===== src/rtl/jtframe_resync_gen.sv =====
// Sync re-timer: measures HS/VS position and width per field, then regenerates
// them shifted by signed offsets once lock is reached. Optional: JTFRAME_RESYNC_POLDET_EN.
module jtframe_resync_gen #(
    parameter int BITS        = 4,
    parameter int CNTW        = 10,
    parameter int FIELDS      = 2,
    parameter int HRES_SHIFT  = 1,
    parameter int LOCK_FRAMES = 3
) (
    input  logic            clk,
    input  logic            rst,
    input  logic            pxl_cen,
    input  logic            hs_in,
    input  logic            vs_in,
    input  logic            LHBL,
    input  logic            LVBL,
    input  logic [BITS-1:0] hoffset,
    input  logic [BITS-1:0] voffset,
    input  logic            hres_mode,
    input  logic            out_pol,
    output logic            hs_out,
    output logic            vs_out,
    output logic            locked
);

    localparam logic [3:0] LOCK_N = 4'(LOCK_FRAMES);
    localparam int         SIGW   = 4*CNTW;

    // Timebase and measurements
    logic [CNTW-1:0]            hcnt, vcnt, hlen, vlen;
    logic                       field;
    logic                       lhbl_l, lvbl_l, hs_l, vs_l;
    logic [1:0][CNTW-1:0]       hs_pos, hs_len, vs_hpos, vs_vpos, vs_len;
    logic [1:0][SIGW-1:0]       ref_sig;
    logic [3:0]                 match_cnt, match_nxt;
    logic                       locked_nxt;

    // Generators and output selection
    logic                       hs_gen, vs_gen, hs_gen_nxt, vs_gen_nxt;
    logic [CNTW-1:0]            hs_hold, vs_hold, hs_hold_nxt, vs_hold_nxt;
    logic                       hs_sel, vs_sel, hs_sel_nxt, vs_sel_nxt;

    logic                       hs_n, vs_n, pol_change;
    logic                       hb_edge, vb_edge;
    logic                       hs_lead, hs_trail, vs_lead, vs_trail;
    logic signed [CNTW+1:0]     hoff_ext, voff_ext;
    logic [CNTW-1:0]            htrip, vs_htrip, vs_vtrip;
    logic [CNTW-1:0]            hs_pos_f, hs_len_f, vs_vpos_f, vs_len_f;
    logic [SIGW-1:0]            closing_sig;

`ifdef JTFRAME_RESYNC_POLDET_EN
    // A signed balance of high vs low samples decides the idle level per axis
    localparam logic signed [CNTW-1:0] BAL_MAX = {1'b0, {(CNTW-1){1'b1}}};
    localparam logic signed [CNTW-1:0] BAL_MIN = {1'b1, {(CNTW-1){1'b0}}};

    logic                   hs_pol, vs_pol, hs_pol_nxt, vs_pol_nxt;
    logic signed [CNTW-1:0] hs_bal, vs_bal;

    function automatic logic signed [CNTW-1:0] bal_step(
        input logic signed [CNTW-1:0] bal,
        input logic                   level
    );
        logic signed [CNTW-1:0] r;
        r = bal;
        if (level && bal != BAL_MAX) r = bal + 1'b1;
        else if (!level && bal != BAL_MIN) r = bal - 1'b1;
        return r;
    endfunction

    assign hs_n       = hs_in ^ hs_pol;
    assign vs_n       = vs_in ^ vs_pol;
    assign hs_pol_nxt = !hs_bal[CNTW-1] && hs_bal != '0;
    assign vs_pol_nxt = !vs_bal[CNTW-1] && vs_bal != '0;
    assign pol_change = vb_edge && (hs_pol_nxt != hs_pol || vs_pol_nxt != vs_pol);

    always_ff @(posedge clk) begin
        if (rst) begin
            hs_pol <= 1'b0;
            vs_pol <= 1'b0;
            hs_bal <= '0;
            vs_bal <= '0;
        end else if (vb_edge) begin
            hs_pol <= hs_pol_nxt;
            vs_pol <= vs_pol_nxt;
            hs_bal <= '0;
            vs_bal <= '0;
        end else if (pxl_cen) begin
            hs_bal <= bal_step(hs_bal, hs_in);
            vs_bal <= bal_step(vs_bal, vs_in);
        end
    end
`else
    assign hs_n       = hs_in;
    assign vs_n       = vs_in;
    assign pol_change = 1'b0;
`endif

    // Extra headroom bit so pos+offset can never overflow before wrapping
    function automatic logic [CNTW-1:0] wrap_trip(
        input logic [CNTW-1:0]        pos,
        input logic signed [CNTW+1:0] off,
        input logic [CNTW-1:0]        len
    );
        logic signed [CNTW+1:0] t, l;
        t = $signed({2'b00, pos}) + off;
        l = $signed({2'b00, len});
        if (len == '0) t = $signed({2'b00, pos});
        else if (t[CNTW+1]) t = t + l;
        else if (t >= l) t = t - l;
        return t[CNTW-1:0];
    endfunction

    assign hb_edge  = pxl_cen & LHBL & ~lhbl_l;
    assign vb_edge  = pxl_cen & LVBL & ~lvbl_l;
    assign hs_lead  = pxl_cen &  hs_n & ~hs_l;
    assign hs_trail = pxl_cen & ~hs_n &  hs_l;
    assign vs_lead  = pxl_cen &  vs_n & ~vs_l;
    assign vs_trail = pxl_cen & ~vs_n &  vs_l;

    assign hs_pos_f    = hs_pos[field];
    assign hs_len_f    = hs_len[field];
    assign vs_vpos_f   = vs_vpos[field];
    assign vs_len_f    = vs_len[field];
    assign closing_sig = {hs_pos_f, hs_len_f, vs_vpos_f, vs_len_f};

    always_comb begin
        hoff_ext = (CNTW+2)'($signed(hoffset));
        if (hres_mode) hoff_ext = hoff_ext <<< HRES_SHIFT;
        voff_ext = (CNTW+2)'($signed(voffset));
    end

    assign htrip    = wrap_trip(hs_pos_f, hoff_ext, hlen);
    assign vs_vtrip = wrap_trip(vs_vpos_f, voff_ext, vlen);
    assign vs_htrip = vs_hpos[field];

    // Pulse generators: a trip loads the width, hold counts it down
    always_comb begin
        hs_gen_nxt  = hs_gen;
        hs_hold_nxt = hs_hold;
        vs_gen_nxt  = vs_gen;
        vs_hold_nxt = vs_hold;
        if (pxl_cen) begin
            if (hcnt == htrip) begin
                hs_gen_nxt  = 1'b1;
                hs_hold_nxt = (hs_len_f == '0) ? '0 : hs_len_f - 1'b1;
            end else if (hs_hold != '0) begin
                hs_hold_nxt = hs_hold - 1'b1;
            end else begin
                hs_gen_nxt = 1'b0;
            end
            if (hcnt == vs_htrip) begin
                if (vcnt == vs_vtrip) begin
                    vs_gen_nxt  = 1'b1;
                    vs_hold_nxt = (vs_len_f == '0) ? '0 : vs_len_f - 1'b1;
                end else if (vs_hold != '0) begin
                    vs_hold_nxt = vs_hold - 1'b1;
                end else begin
                    vs_gen_nxt = 1'b0;
                end
            end
        end
    end

    // Lock detector: the closing field must repeat its previous-frame signature
    always_comb begin
        match_nxt  = match_cnt;
        locked_nxt = locked;
        if (vb_edge) begin
            if (closing_sig == ref_sig[field]) begin
                if (match_cnt != LOCK_N) match_nxt = match_cnt + 4'd1;
                if (match_nxt == LOCK_N) locked_nxt = 1'b1;
            end else begin
                match_nxt  = '0;
                locked_nxt = 1'b0;
            end
            if (pol_change) begin
                match_nxt  = '0;
                locked_nxt = 1'b0;
            end
        end
    end

    always_comb begin
        hs_sel_nxt = hs_sel;
        vs_sel_nxt = vs_sel;
        if (pxl_cen) begin
            hs_sel_nxt = locked_nxt ? hs_gen_nxt : hs_n;
            vs_sel_nxt = locked_nxt ? vs_gen_nxt : vs_n;
        end
    end

    always_ff @(posedge clk) begin
        if (rst) begin
            hcnt      <= '0;
            vcnt      <= '0;
            hlen      <= '0;
            vlen      <= '0;
            field     <= 1'b0;
            lhbl_l    <= 1'b0;
            lvbl_l    <= 1'b0;
            hs_l      <= 1'b0;
            vs_l      <= 1'b0;
            hs_pos    <= '0;
            hs_len    <= '0;
            vs_hpos   <= '0;
            vs_vpos   <= '0;
            vs_len    <= '0;
            ref_sig   <= '0;
        end else if (pxl_cen) begin
            lhbl_l <= LHBL;
            lvbl_l <= LVBL;
            hs_l   <= hs_n;
            vs_l   <= vs_n;
            if (hb_edge) begin
                hcnt <= '0;
                hlen <= hcnt + 1'b1;
            end else if (hcnt != '1) begin
                hcnt <= hcnt + 1'b1;
            end
            if (vb_edge) begin
                vcnt           <= '0;
                vlen           <= vcnt + 1'b1;
                ref_sig[field] <= closing_sig;
                if (FIELDS == 2) field <= ~field;
            end else if (hb_edge && vcnt != '1) begin
                vcnt <= vcnt + 1'b1;
            end
            if (hs_lead) hs_pos[field] <= hcnt;
            if (hs_trail) hs_len[field] <= hcnt - hs_pos_f;
            if (vs_lead) begin
                vs_hpos[field] <= hcnt;
                vs_vpos[field] <= vcnt;
            end
            if (vs_trail) vs_len[field] <= vcnt - vs_vpos_f;
        end
    end

    always_ff @(posedge clk) begin
        if (rst) begin
            hs_gen    <= 1'b0;
            vs_gen    <= 1'b0;
            hs_hold   <= '0;
            vs_hold   <= '0;
            hs_sel    <= 1'b0;
            vs_sel    <= 1'b0;
            match_cnt <= '0;
            locked    <= 1'b0;
            hs_out    <= out_pol;
            vs_out    <= out_pol;
        end else begin
            hs_gen    <= hs_gen_nxt;
            vs_gen    <= vs_gen_nxt;
            hs_hold   <= hs_hold_nxt;
            vs_hold   <= vs_hold_nxt;
            hs_sel    <= hs_sel_nxt;
            vs_sel    <= vs_sel_nxt;
            match_cnt <= match_nxt;
            locked    <= locked_nxt;
            hs_out    <= hs_sel_nxt ^ out_pol;
            vs_out    <= vs_sel_nxt ^ out_pol;
        end
    end

endmodule


===== config.mk =====
export PLATFORM = sky130hd
export DESIGN_NAME = jtframe_resync_gen
export DESIGN_NICKNAME = d
export VERILOG_FILES = /design/src/rtl/jtframe_resync_gen.sv
export SDC_FILE = /design/constraint.sdc
export NUM_CORES = 1
export LEC_CHECK = 0
export ABC_CLOCK_PERIOD_IN_PS = 7200
export CAP_MARGIN = 15
export CORE_UTILIZATION = 31
export CTS_BUF_LIST = sky130_fd_sc_hd__clkbuf_2 sky130_fd_sc_hd__clkbuf_4 sky130_fd_sc_hd__clkbuf_8
export CTS_CLUSTER_DIAMETER = 40
export DETAILED_ROUTE_END_ITERATION = 8
export GPL_TIMING_DRIVEN = 0
export PLACE_DENSITY = 0.52
export REMOVE_ABC_BUFFERS = 1
export SETUP_SLACK_MARGIN = 0.4
export SYNTH_ARGS = -nofsm -noshare
export SYNTH_HDL_FRONTEND = slang
export SYNTH_SLANG_ARGS = --single-unit

===== constraint.sdc =====
create_clock -name clk -period 7.2 [get_ports clk]
set_input_delay 1.8 -clock clk [delete_from_list [all_inputs] [get_ports clk]]
set_output_delay 1.8 -clock clk [all_outputs]
set_load 0.005 [all_outputs]

==> flow_summary.ini <==
[layout]
nets = 2302
final_cells = 2914
insertedDiodeCount = 0
drive_gt1_share_pct = 8.837
syn2layout_area_growth_pct = 13.08
regArea_um2 = 5129
n_fill_cell = 5632
post-route-util_pct = 35.54
multi_input_area_um2 = 11240

[synth]
ys.flop_type = dfxtp_1
syn_area_um2 = 16910
yosysTopAreaCell = dfxtp_1
synthXorXnorAreaFrac_pct = 8.130
synth_compound_area_share_pct = 20.74
ys_top_cells_by_area = dfxtp_1 30%, nand2_1 9.5%, a21oi_1 7.8%
synth_top_area_share_pct = 30.30
synth_top_family_by_area = simple AND/OR/NAND/NOR gates
synth.most_common_cell = nand2_1
synth_cell_types = 90
ys_async_sr_fraction_pct = 0
synth-seq-area-share_pct = 30.30
avgSynthCellArea_um2 = 7.619
synth_cells = 2220
ys_warn_count = 0
synth_seq_cells = 256
synthAdderAreaFrac_pct = 7.235
synthTopCellsByCount = 430 x nand2_1, 262 x a21oi_1, 256 x dfxtp_1, 157 x nor2_1, 100 x clkbuf_1
synth_edf_count = 0
yosys.area_share.simple_pct = 21.96
synthMuxAreaShare_pct = 6.569

[global_routing]
track_usage_pct = 18.11
grt_pass1_vias = 14710
grt_max_degree = 137
overflow = 0
antenna_found_initial = 0
grt_pass1_wl_um = 81560

[power_and_ir_drop]
comb_power_share_pct = 26.0
power_frac_seq_pct = 38.0
p_clk_share_pct = 36.0
power.density_nw_per_um2 = 213.5
ir_worst_vdd_uv = 122.2
internal_power_mw = 2.756
power.leakage_nw = 6.937
p_switching_mw = 1.327
p_total_mw = 4.083
p_sw_share_pct = 32.51

[place]
gp_congestion = 0.8804
place_hpwl_um = 35970
dp.cells = 2824
numPortBuffers = 19
dp_slack_ps = -1089

[route]
via_count = 15500
drt_pass1_iterations = 5
viasPerCell = 5.318
drt-wirelength-per-cell_um = 17.92
ant_nets = 0
remaining_drc_errors = 0
wl_um = 52230
drt_iter0_drc = 1433

[sta]
timing.fmax_ghz = 0.1501
finalSetupViolCount = 0
fin_ws_ps = 538.2
period_needed_ps = 6662
slew_headroom_pct = 31.44
finalHoldViolations = 0
slew_violations = 0
finalSetupTns_ps = 0
fin_worst_skew_ps = 40.22
rsz0062_at_grt = no
tightest_slew_ps = 1025
fin_crit_sh_pct = 92.52

[floorplan]
core-area_um2 = 53810
dieArea_um2 = 55500
io_pins = 20
die_x_um = 235.6
rows = 85
die_h_um = 235.6
initial_core_util_pct = 31.43

[cts]
cts_buffers = 47
clkSinkCount = 256
path_clk_slew_ps = 60
clockBufferDepth = 3
cts_tree = done
cts-htree-levels = 2
cts_hold_buf = 0
cts-root-buf = clkbuf_8
clk_latency_ps = 580

[critical_path]
cp-start-kind = primary input
critPathBufInv = 2
arrival_ps = 7170
required_ps = 7710
end_kind = flop
r2r_start = field
crit_type = primary input to flop
path_cells = clkdlybuf4s50_1 > mux2_2 > fa_1 > a21o_1 > nand3_1 > nand2_1 > a21oi_1 > xnor2_1 > ha_2 > nand2_1 > o21ai_1 > nor3_2 > a21o_2 > a21oi_2 > or4_1 > nand3_1 > xor2_1 > o2111a_2 > nand4_4 > buf_12 > or3_1 > a31oi_1
crit_path_top_delay_cell = clkdlybuf4s50_1
max_stage_delay_ps = 550
worstPathMaxFanout = 11
crit_start = hres_mode
cpLargestDelayFamily = simple AND/OR/NAND/NOR gates

[hold_path]
hp-class = flop to flop
hold_path.startpoint = ref_sig[70]

[job]
cap_violations = 0

[outcome]
status = finished clean
## repair_timing
action	4_1_cts	5_1_grt
setup endpoints to repair	26	26
gates cloned	1	2
buffers inserted	5	7
pin swaps	2	8
gates resized for setup	19	35
## worst min-delay path, delay by kind of cell (launching register included)
family	cells	cell delay [ps]
AO/OA/AOI/OAI	1	50
flip-flops	1	300
AND/OR/NAND/NOR	1	50
## final timing paths
| path | to | slack (ps) | cells after the start |
|---|---|---|---|
| max reg2reg | vs_hold[9] | 690 | 24 |
| min reg2reg | ref_sig[70] | 450 | 2 |
| max | hs_hold[7] | 540 | 22 |
| min | ref_sig[70] | 450 | 2 |
## layout make-up
type                            instances  area share (%)
Sequential cell                       256           26.82
Inverter                               89           1.747
Timing Repair Buffer                   46           3.101
Clock buffer                           68           4.435
Tap cell                              696           4.553
Clock inverter                          7          0.5888
Multi-Input combinational cell       1752           58.76
## cell usage in the layout, fill, tap and decap left out, drive strengths merged, types with 24 or more instances in the layout
master / n
inv: 88
xnor2: 99
nand2: 430
a211oi: 29
nor3: 36
xor2: 58
o21ai: 76
nor2b: 25
a21o: 26
dfxtp: 256
clkbuf: 69
a21oi: 263
buf: 28
nand3: 51
mux2i: 93
nor2: 157
nand2b: 24
ha: 85
## cell families (layout without fill, tap and decap cells)
logic type	count (synthesis)	in the layout
and+or+nand+nor	832	833
buffers and inverters	214	210
AOI/OAI and AO/OA	559	560
muxes	109	109
adders and majority gates	93	93
xor gates and xnor gates	157	157
DFF	256	256
## registers in the layout, indices dropped and copies added (netlist names), 4 cells and up
register and cells:
hcnt 10, vlen 10, vs_hold 10, hs_len 20, vcnt 10, ref_sig 80
hs_hold 10, vs_hpos 20, match_cnt 4, vs_len 20, vs_vpos 20, hlen 10
hs_pos 20
## metal layers
metal | global-route usage (%) | vias up | wire, um
met5 | 0 | - | 0
li1 | - | 7681 | -
met4 | 3.981 | 0 | 799
met3 | 2.498 | 64 | 2509
met1 | 25.32 | 7387 | 25070
met2 | 29.40 | 366 | 23850
## through the flow
| stage | area [um2] | hold slack, ps |
|---|---|---|
| after detailed placement | 17740 | 447.1 |
| final | 19130 | 452.2 |
| after floorplan | 16390 | 429.6 |
| after global placement | 17450 | 441.0 |
| after CTS | 18850 | 454.8 |
| after global routing | 19130 | 465.5 |
## power by group through the flow
stage | sequential, mW | combinational, mW | clock (mW)
4_1_cts | 1.55 | 1.03 | 1.50
6_report | 1.55 | 1.06 | 1.47
5_1_grt | 1.56 | 1.17 | 1.57
3_3_place_gp | 1.59 | 0.966 | 0
2_1_floorplan | 1.57 | 0.733 | 0
3_5_place_dp | 1.58 | 0.991 | 0
Note: power is estimated with default switching activity, not from simulation.
